`src/rtl/key_debounce_reader.sv`:
```
// Push-button front end: polarity fix, two-flop synchroniser, debounce counter,
// and a hold FSM producing press/release/long-press strobes plus a press counter.
//
// state        | meaning
// -------------+-----------------------------------------------------------
// ST_RELEASED  | debounced key is up; waiting for an accepted press
// ST_PRESSED   | key accepted down; hcnt counting towards the long-press mark
// ST_LONG_HELD | long_pulse already issued; hcnt frozen until release
module key_debounce_reader #(
    parameter int CLK_HZ          = 50_000_000,
    parameter int DEBOUNCE_CYCLES = 1_000_000,
    parameter int LONG_CYCLES     = 50_000_000,
    parameter bit ACTIVE_LOW      = 1'b1
) (
    input  logic       clk,
    input  logic       rst,
    input  logic       key_in,
    output logic       key_level,
    output logic       press_pulse,
    output logic       release_pulse,
    output logic       long_pulse,
    output logic       long_active,
    output logic [7:0] press_count
);

    localparam int DW = $clog2(DEBOUNCE_CYCLES);
    localparam int HW = $clog2(LONG_CYCLES + 1);
    localparam logic [DW-1:0] DCNT_MAX = DW'(DEBOUNCE_CYCLES - 1);
    localparam logic [HW-1:0] HCNT_MAX = HW'(LONG_CYCLES - 1);
    localparam bit PARAMS_OK = (CLK_HZ > 0) && (DEBOUNCE_CYCLES >= 2) && (LONG_CYCLES >= 1);

    // Marker block that only elaborates for an out-of-range configuration.
    if (!PARAMS_OK) begin : g_illegal_params
    end

    typedef enum logic [1:0] {
        ST_RELEASED  = 2'd0,
        ST_PRESSED   = 2'd1,
        ST_LONG_HELD = 2'd2
    } state_t;

    logic          p;
    logic          s1_q, s1_d;
    logic          s_q, s_d;
    logic [DW-1:0] dcnt_q, dcnt_d;
    logic          key_level_q, key_level_d;
    logic          acc_press, acc_release;

    state_t        state_q, state_d;
    logic [HW-1:0] hcnt_q, hcnt_d;
    logic          press_pulse_q, press_pulse_d;
    logic          release_pulse_q, release_pulse_d;
    logic          long_pulse_q, long_pulse_d;
    logic          long_active_q, long_active_d;
    logic [7:0]    press_count_q, press_count_d;

    assign p = key_in ^ ACTIVE_LOW;

    always_comb begin
        s1_d        = p;
        s_d         = s1_q;
        dcnt_d      = '0;
        key_level_d = key_level_q;
        acc_press   = 1'b0;
        acc_release = 1'b0;
        // Any cycle where s agrees with the accepted level restarts the count.
        if (s_q != key_level_q) begin
            if (dcnt_q == DCNT_MAX) begin
                key_level_d = s_q;
                acc_press   = s_q;
                acc_release = ~s_q;
            end else begin
                dcnt_d = dcnt_q + 1'b1;
            end
        end
    end

    always_comb begin
        state_d         = state_q;
        hcnt_d          = hcnt_q;
        press_pulse_d   = 1'b0;
        release_pulse_d = 1'b0;
        long_pulse_d    = 1'b0;
        long_active_d   = long_active_q;
        press_count_d   = press_count_q;
        case (state_q)
            ST_RELEASED: begin
                if (acc_press) begin
                    state_d       = ST_PRESSED;
                    press_pulse_d = 1'b1;
                    press_count_d = press_count_q + 8'd1;
                    hcnt_d        = '0;
                end
            end
            ST_PRESSED: begin
                // Release is tested first so it wins a tie with the long mark.
                if (acc_release) begin
                    state_d         = ST_RELEASED;
                    release_pulse_d = 1'b1;
                    long_active_d   = 1'b0;
                    hcnt_d          = '0;
                end else if (hcnt_q == HCNT_MAX) begin
                    state_d       = ST_LONG_HELD;
                    long_pulse_d  = 1'b1;
                    long_active_d = 1'b1;
                end else begin
                    hcnt_d = hcnt_q + 1'b1;
                end
            end
            ST_LONG_HELD: begin
                if (acc_release) begin
                    state_d         = ST_RELEASED;
                    release_pulse_d = 1'b1;
                    long_active_d   = 1'b0;
                    hcnt_d          = '0;
                end
            end
            default: begin
                state_d = ST_RELEASED;
            end
        endcase
    end

    always_ff @(posedge clk) begin
        if (rst) begin
            s1_q            <= 1'b0;
            s_q             <= 1'b0;
            dcnt_q          <= '0;
            key_level_q     <= 1'b0;
            state_q         <= ST_RELEASED;
            hcnt_q          <= '0;
            press_pulse_q   <= 1'b0;
            release_pulse_q <= 1'b0;
            long_pulse_q    <= 1'b0;
            long_active_q   <= 1'b0;
            press_count_q   <= 8'd0;
        end else begin
            s1_q            <= s1_d;
            s_q             <= s_d;
            dcnt_q          <= dcnt_d;
            key_level_q     <= key_level_d;
            state_q         <= state_d;
            hcnt_q          <= hcnt_d;
            press_pulse_q   <= press_pulse_d;
            release_pulse_q <= release_pulse_d;
            long_pulse_q    <= long_pulse_d;
            long_active_q   <= long_active_d;
            press_count_q   <= press_count_d;
        end
    end

    assign key_level     = key_level_q;
    assign press_pulse   = press_pulse_q;
    assign release_pulse = release_pulse_q;
    assign long_pulse    = long_pulse_q;
    assign long_active   = long_active_q;
    assign press_count   = press_count_q;

endmodule

```
`config.mk`:
```
export PLATFORM = sky130hd
export DESIGN_NAME = key_debounce_reader
export DESIGN_NICKNAME = d
export VERILOG_FILES = /design/src/rtl/key_debounce_reader.sv
export SDC_FILE = /design/constraint.sdc
export NUM_CORES = 1
export LEC_CHECK = 0
export ABC_AREA = 1
export CORE_AREA = 2 2 86 88
export DETAILED_ROUTE_END_ITERATION = 16
export DIE_AREA = 0 0 88 90
export PLACE_DENSITY = 0.72
export SYNTH_ARGS = -nofsm -noshare
export SYNTH_HDL_FRONTEND = slang
export SYNTH_SLANG_ARGS = --single-unit
```
`constraint.sdc`:
```
create_clock -name clk -period 2.29 [get_ports clk]
set_clock_uncertainty 0.1 [all_clocks]
set_input_delay 0.3435 -clock clk [delete_from_list [all_inputs] [get_ports clk]]
set_output_delay 0.3435 -clock clk [all_outputs]
set_load 0.01 [all_outputs]
```
==> impl_results.md, run 1 <==
* Cell Area, Synth at 0.00375 mm2
* Post-synthesis async set-or-reset flop share at 0%
* Die height at 90 um
* Sink Count at 63
* R2R Path Start: dcnt_q[0]
* Initial DRC count at 190
* CTS tree: built
* CTS hold repair buffers at 0
* Cells after synthesis at 589
* Worst-margin pin slew at 0.367 ns
* DRC at 0
* Die ar. at 0.00792 mm2
* Synth Area in Compound Gates at 7.07%
* RSZ-0062 raised after global routing: false
* Pleak at 1.61 nW
* Initial antenna violation count at 0
* Die Wd at 88 um
* Worst hold slack at 0.310 ns
* Post-synthesis mux area share at 0%
* Max Slew Vio Count at 0
* Pwr Density at 489 mW/mm2
* Final period utilization at 93.1%
* Crit path launch type: register
* Register-to-Register Path Depth at 12
* Seq cells post-synth at 63
* Final #Nets at 629
* Non-Filler Instances at 723
* Post-synth EDFFs at 0
* Largest net degree at the start of global routing at 25
* Final WL at 8730 um
* Clock-pin slew on the worst setup and hold paths at 0.07 ns
* Clk buf depth at 2
* Clk_lat worst skew at 0.35 ns
* Yosys top cell by area: dfxtp_1
* Vias in the first global route at 3,293
* CP Capture Type: register
* Arrival @ worst endpoint at 2.28 ns
* Avg Inst Size Synth at 6.37 um2
* Number of H-tree levels at 3
* Total gr overflow at 0
* Hold Path Class: reg2reg
* Synth top cells by count: 137 x nand2_1, 121 x nor2_1, 66 x inv_1
* Max-Cap Viols at 0
* Peak VDD IR at 0.241 mV
* RD Place Congestion at 0.962
* Antenna-violating nets left at 0
* Worst Hold Launch: s1_q
* Fin crit period at 2.13 ns
* Status: finished, final reports clean
* Post-Synth XOR/XNOR Area at 3.97%
* Cell count after placement at 704
* Final hold vios at 0
* Worst Path Required at 2.44 ns
* Final setup fails at 0
* Hold endpoint: s_q
* Main combinational cell family by area after synthesis: simple AND/OR/NAND/NOR gates
* FF-to-FF End: hcnt_q[24]
* Seq/Total Area, Yosys at 33.6%
* Standard-cell rows at 31
* Core outline area at 0.00702 mm2
* Final worst slack at 0.158 ns
* Number of vias per cell at 5.11
* Drt pass-1 iters at 5
* Main synth FF type: dfxtp_1
* Hold depth at 2
* Rel. slew slack at 75.5%
* R2r setup slk at 0.16 ns
* Syn Nets at 599
* Area delta synth->final at 15.1%
* CP Class: reg2reg
* Post-synth top area share at 33.6%
* Netlist cell types at 36
* Buffers added on ports at 15
* Largest cells by area after synthesis: dfxtp_1 34%, nand2_1 14%, nor2_1 12%
* Layout cells sized above 1 at 8.97%
* Routed vias at 3,693
* Root Driver: clkbuf_8
* Top Ports at 16
* Ant diodes at 0
* First-pass GRT wire length at 14,500 um
* Final TNS setup at 0 ns
* Inserted Clock Buffers at 9
* Yosys warns at 0
* Post-Synth Simple-Gate Area at 43.6%
* Max Clk Rate at 469 MHz
* Cell with the most instances after synthesis: nand2_1
* Pre-CTS setup slack at 0.120 ns
* Worst-path maximum fanout at 10
* WL/cell at 12.1 um
* Initial Utilization at 53.4%
* Adder-Cell Fraction of Synth Area at 2.34%
* DP HPWL at 6350 um
* Tot GR Track Use at 22.5%
==> repair_timing <==
item	in CTS	in global routing
resized for setup	0	3
endpoints found under the setup margin	0	25
setup buffers	0	2
==> kinds of logic after synthesis <==
logic type                 Yosys count
DFF                                 63
buffers and inverters               86
AOI/OAI and AO/OA                   52
xor gates and xnor gates            17
adders and majority gates            7
and+or+nand+nor                    364
==> metal layers <==
layer	routed length (um)	up-vias	global-route usage, %
met5	0	-	0
met4	176	0	8.97
li1	-	1936	-
met1	4100	1648	30.1
met3	440	15	3.40
met2	4010	94	35.9
==> worst max-delay path: stages, from the launching register on <==
cell and delay (ns):
dfxtp_1 0.40, ha_1 0.21, nand2_2 0.10, nor2_8 0.13, inv_2 0.06, nor2_4 0.14
nand3_4 0.12, nand2_2 0.11, clkinv_1 0.31, nand3_1 0.18, nand2_1 0.07, nand2_1 0.06
nor2_1 0.04
==> layout make-up <==
class                      count  area (um2)
timing repair buffer          33         298
tap                           99         124
fill                         674        2710
inverter                      71         267
clock buffer                  11         141
multi-input combinational    441        2170
clock inverter                 5        57.6
sequential                    63        1260
==> worst max path at each step <==
stage               slack [ns]      start        endpoint
floorplan                 0.41  dcnt_q[0]       hcnt_q[0]
global placement          0.21  dcnt_q[0]       hcnt_q[2]
detailed placement        0.12  dcnt_q[0]  press_count[5]
CTS                       0.09  dcnt_q[0]       hcnt_q[8]
global route            0.0002  hcnt_q[1]       hcnt_q[7]
finish                    0.16  dcnt_q[0]      hcnt_q[24]
==> per-stage QoR <==
| step | power [mW] | util, % | instance area, um2 |
|---|---|---|---|
| 6_report | 2.11 | 61.5 | 4320 |
| 5_1_grt | 2.18 | 61.5 | 4320 |
| 4_1_cts | 2.14 | 60.8 | 4270 |
| 3_5_place_dp | 1.16 | 58.0 | 4070 |
| 3_3_place_gp | 1.16 | 58.0 | 4070 |
| 2_1_floorplan | 1.14 | - | 3750 |
==> flip-flops by register name, indices dropped and copies added, names as in the netlist <==
register,count
long_active,1
long_pulse,1
s_q,1
s1_q,1
release_pulse,1
dcnt_q,20
press_pulse,1
key_level,1
press_count,8
hcnt_q,26
state_q,2
==> report_power, final <==
part | switching, mW | internal [mW]
Combinational | 0.0218 | 0.0110
Clock | 0.450 | 0.530
Sequential | 0.00155 | 1.10
==> cell usage in the layout (no fill, tap or decap), types with 6 or more instances in the layout <==
| cell type | synthesis | layout |
|---|---|---|
| dfxtp_1 | 63 | 63 |
| o21ai_0 | 25 | 25 |
| clkdlybuf4s50_1 | 0 | 15 |
| a21oi_1 | 25 | 25 |
| xor2_1 | 13 | 13 |
| nor2_1 | 121 | 121 |
| inv_1 | 66 | 66 |
| nor3b_1 | 6 | 6 |
| nand3_1 | 45 | 45 |
| nor3_1 | 12 | 11 |
| buf_4 | 1 | 17 |
| ha_1 | 7 | 7 |
| clkbuf_8 | 0 | 10 |
| nand2_1 | 137 | 137 |
| nand4_1 | 19 | 19 |
No activity file was read; power rests on OpenSTA's default activity.
==> run 2: changes to the inputs <==
- CORE_AREA: 2 2 86 88 -> 3 3 87 89
- DIE_AREA: 0 0 88 90 -> 0 0 90 92
==> impl_results.md, run 2 (synthesized netlist as in run 1, its figures left out) <==
* Post-DP Area at 0.00404 mm2
* Number of vias per cell at 5.14
* Die Wd at 90 um
* Final TNS setup at 0 ns
* Crit path launch type: register
* Inserted Clock Buffers at 9
* Vias in the first global route at 3,434
* Worst-margin pin slew at 0.333 ns
* Worst-path maximum fanout at 10
* Final #Nets at 626
* Layout cells sized above 1 at 9.02%
* First-pass GRT wire length at 15,100 um
* Standard-cell rows at 30
* Final period utilization at 92.9%
* Clk buf depth at 2
* Root Driver: clkbuf_8
* Rel. slew slack at 77.6%
* Ant diodes at 0
* Initial Utilization at 54.9%
* Status: finished, final reports clean
* Routed vias at 3,687
* Max-Cap Viols at 0
* Commonest non-fill, non-tap cell in the layout: nand2_1
* Top Ports at 16
* Largest net degree at the start of global routing at 25
* Area delta synth->final at 14.6%
* Final WL at 8740 um
* Sink Count at 63
* Arrival @ worst endpoint at 2.30 ns
* Peak VDD IR at 0.286 mV
* DP HPWL at 6350 um
* Initial antenna violation count at 0
* CP Capture Type: register
* DRC at 0
* Hold Path Class: reg2reg
* Final hold vios at 0
* Pwr Density at 525 mW/mm2
* Max reg flops at 26
* Max Slew Vio Count at 0
* Buffers added on ports at 15
* Clock-pin slew on the worst setup and hold paths at 0.07 ns
* Total gr overflow at 0
* CTS tree: built
* Pre-CTS setup slack at 0.00218 ns
* Max Clk Rate at 470 MHz
* Tot GR Track Use at 22.0%
* Pleak at 1.61 nW
* CP Class: reg2reg
* Core outline area at 0.00683 mm2
* Filler cells at 670
* Final worst slack at 0.162 ns
* Worst Path Required at 2.46 ns
* Die ar. at 0.00828 mm2
* Reg with most FFs: hcnt_q
* Fin crit period at 2.13 ns
* Initial DRC count at 313
* Number of H-tree levels at 3
* Clk_lat worst skew at 0.35 ns
* Most frequent cells in the layout: 137 x nand2_1, 121 x nor2_1, 66 x inv_1
* Antenna-violating nets left at 0
* Final Cell Area at 0.00430 mm2
* RSZ-0062 raised after global routing: false
* WL/cell at 12.2 um
* RD Place Congestion at 0.934
* Drt pass-1 iters at 5
* Die height at 92 um
* Final setup fails at 0
* CTS hold repair buffers at 0
[run 2: path summary, 6_finish.rpt]
check / startpoint / endpoint / slack, ns / depth (start not counted)
hold / removal: s1_q / s_q / 0.31 / 2
setup / recovery: dcnt_q[0] / hcnt_q[12] / 0.16 / 12
hold reg to reg: s1_q / s_q / 0.31 / 2
setup reg to reg: dcnt_q[0] / hcnt_q[12] / 0.16 / 12
[run 2: area by class of cell]
type                    count  area [um2]  area share, %
repair buffers             30         263           6.11
multi-input cells         441        2150           50.1
flip-flops and latches     63        1260           29.4
well taps                  96         120           2.79
inverters                  71         270           6.29
clock inverters             5        80.1           1.86
clock buffers              11         151           3.52
[run 2: critical path: stages (launching register included)]
cell     delay [ns]
dfxtp_1        0.35
ha_2           0.19
nand2_2        0.09
nor2_8         0.13
inv_2          0.05
nor2_4         0.15
nand3_4        0.12
nand3_1        0.11
nand2_2        0.14
nor2_8         0.20
buf_4          0.19
nand2_1        0.07
a21oi_1        0.16
[run 2: metrics by stage]
step                      instances  util [%]  power (mW)  hold slack (ns)
after CTS                       715      62.5        2.27            0.314
final                           717      62.9        2.26            0.314
after global routing            717      62.9        2.33            0.338
after detailed placement        699      59.2        1.16            0.304
after floorplan                 589         -        1.14            0.288
after global placement          699      59.2        1.16            0.291
[run 2: layer usage]
layer / vias to the layer above / GRT usage, % / part of all wire [%] / routed length [um]
li1: 1919 / - / - / -
met5: - / 0 / 0 / 0
met2: 92 / 36.3 / 46 / 4010
met4: 0 / 7.14 / 1.5 / 130
met3: 13 / 5.66 / 4.7 / 407
met1: 1663 / 28.1 / 48 / 4200
[run 2: power by group]
part	internal, mW	switching, mW
Combinational	0.0116	0.0225
Clock	0.670	0.455
Sequential	1.10	0.00113
[run 2: what timing repair did]
item | in CTS | in global routing
setup endpoints to repair | 0 | 32
setup buffers | 0 | 1
gates resized for setup | 0 | 3
hold endpoints to repair | 0 | 0
==> run 3: changes to the inputs <==
--- a/config.mk
+++ b/config.mk
@@ -11,4 +11,5 @@
 export DIE_AREA = 0 0 90 92
 export PLACE_DENSITY = 0.72
+export SKIP_CTS_REPAIR_TIMING = 1
 export SYNTH_ARGS = -nofsm -noshare
 export SYNTH_HDL_FRONTEND = slang
--- a/constraint.sdc
+++ b/constraint.sdc
@@ -3,3 +3,3 @@
 set_input_delay 0.3435 -clock clk [delete_from_list [all_inputs] [get_ports clk]]
 set_output_delay 0.3435 -clock clk [all_outputs]
-set_load 0.01 [all_outputs]
+set_load 0.005 [all_outputs]
==> results of run 3 <==
Same layout as run 2: the final DEF is identical, and so are final timing and power.
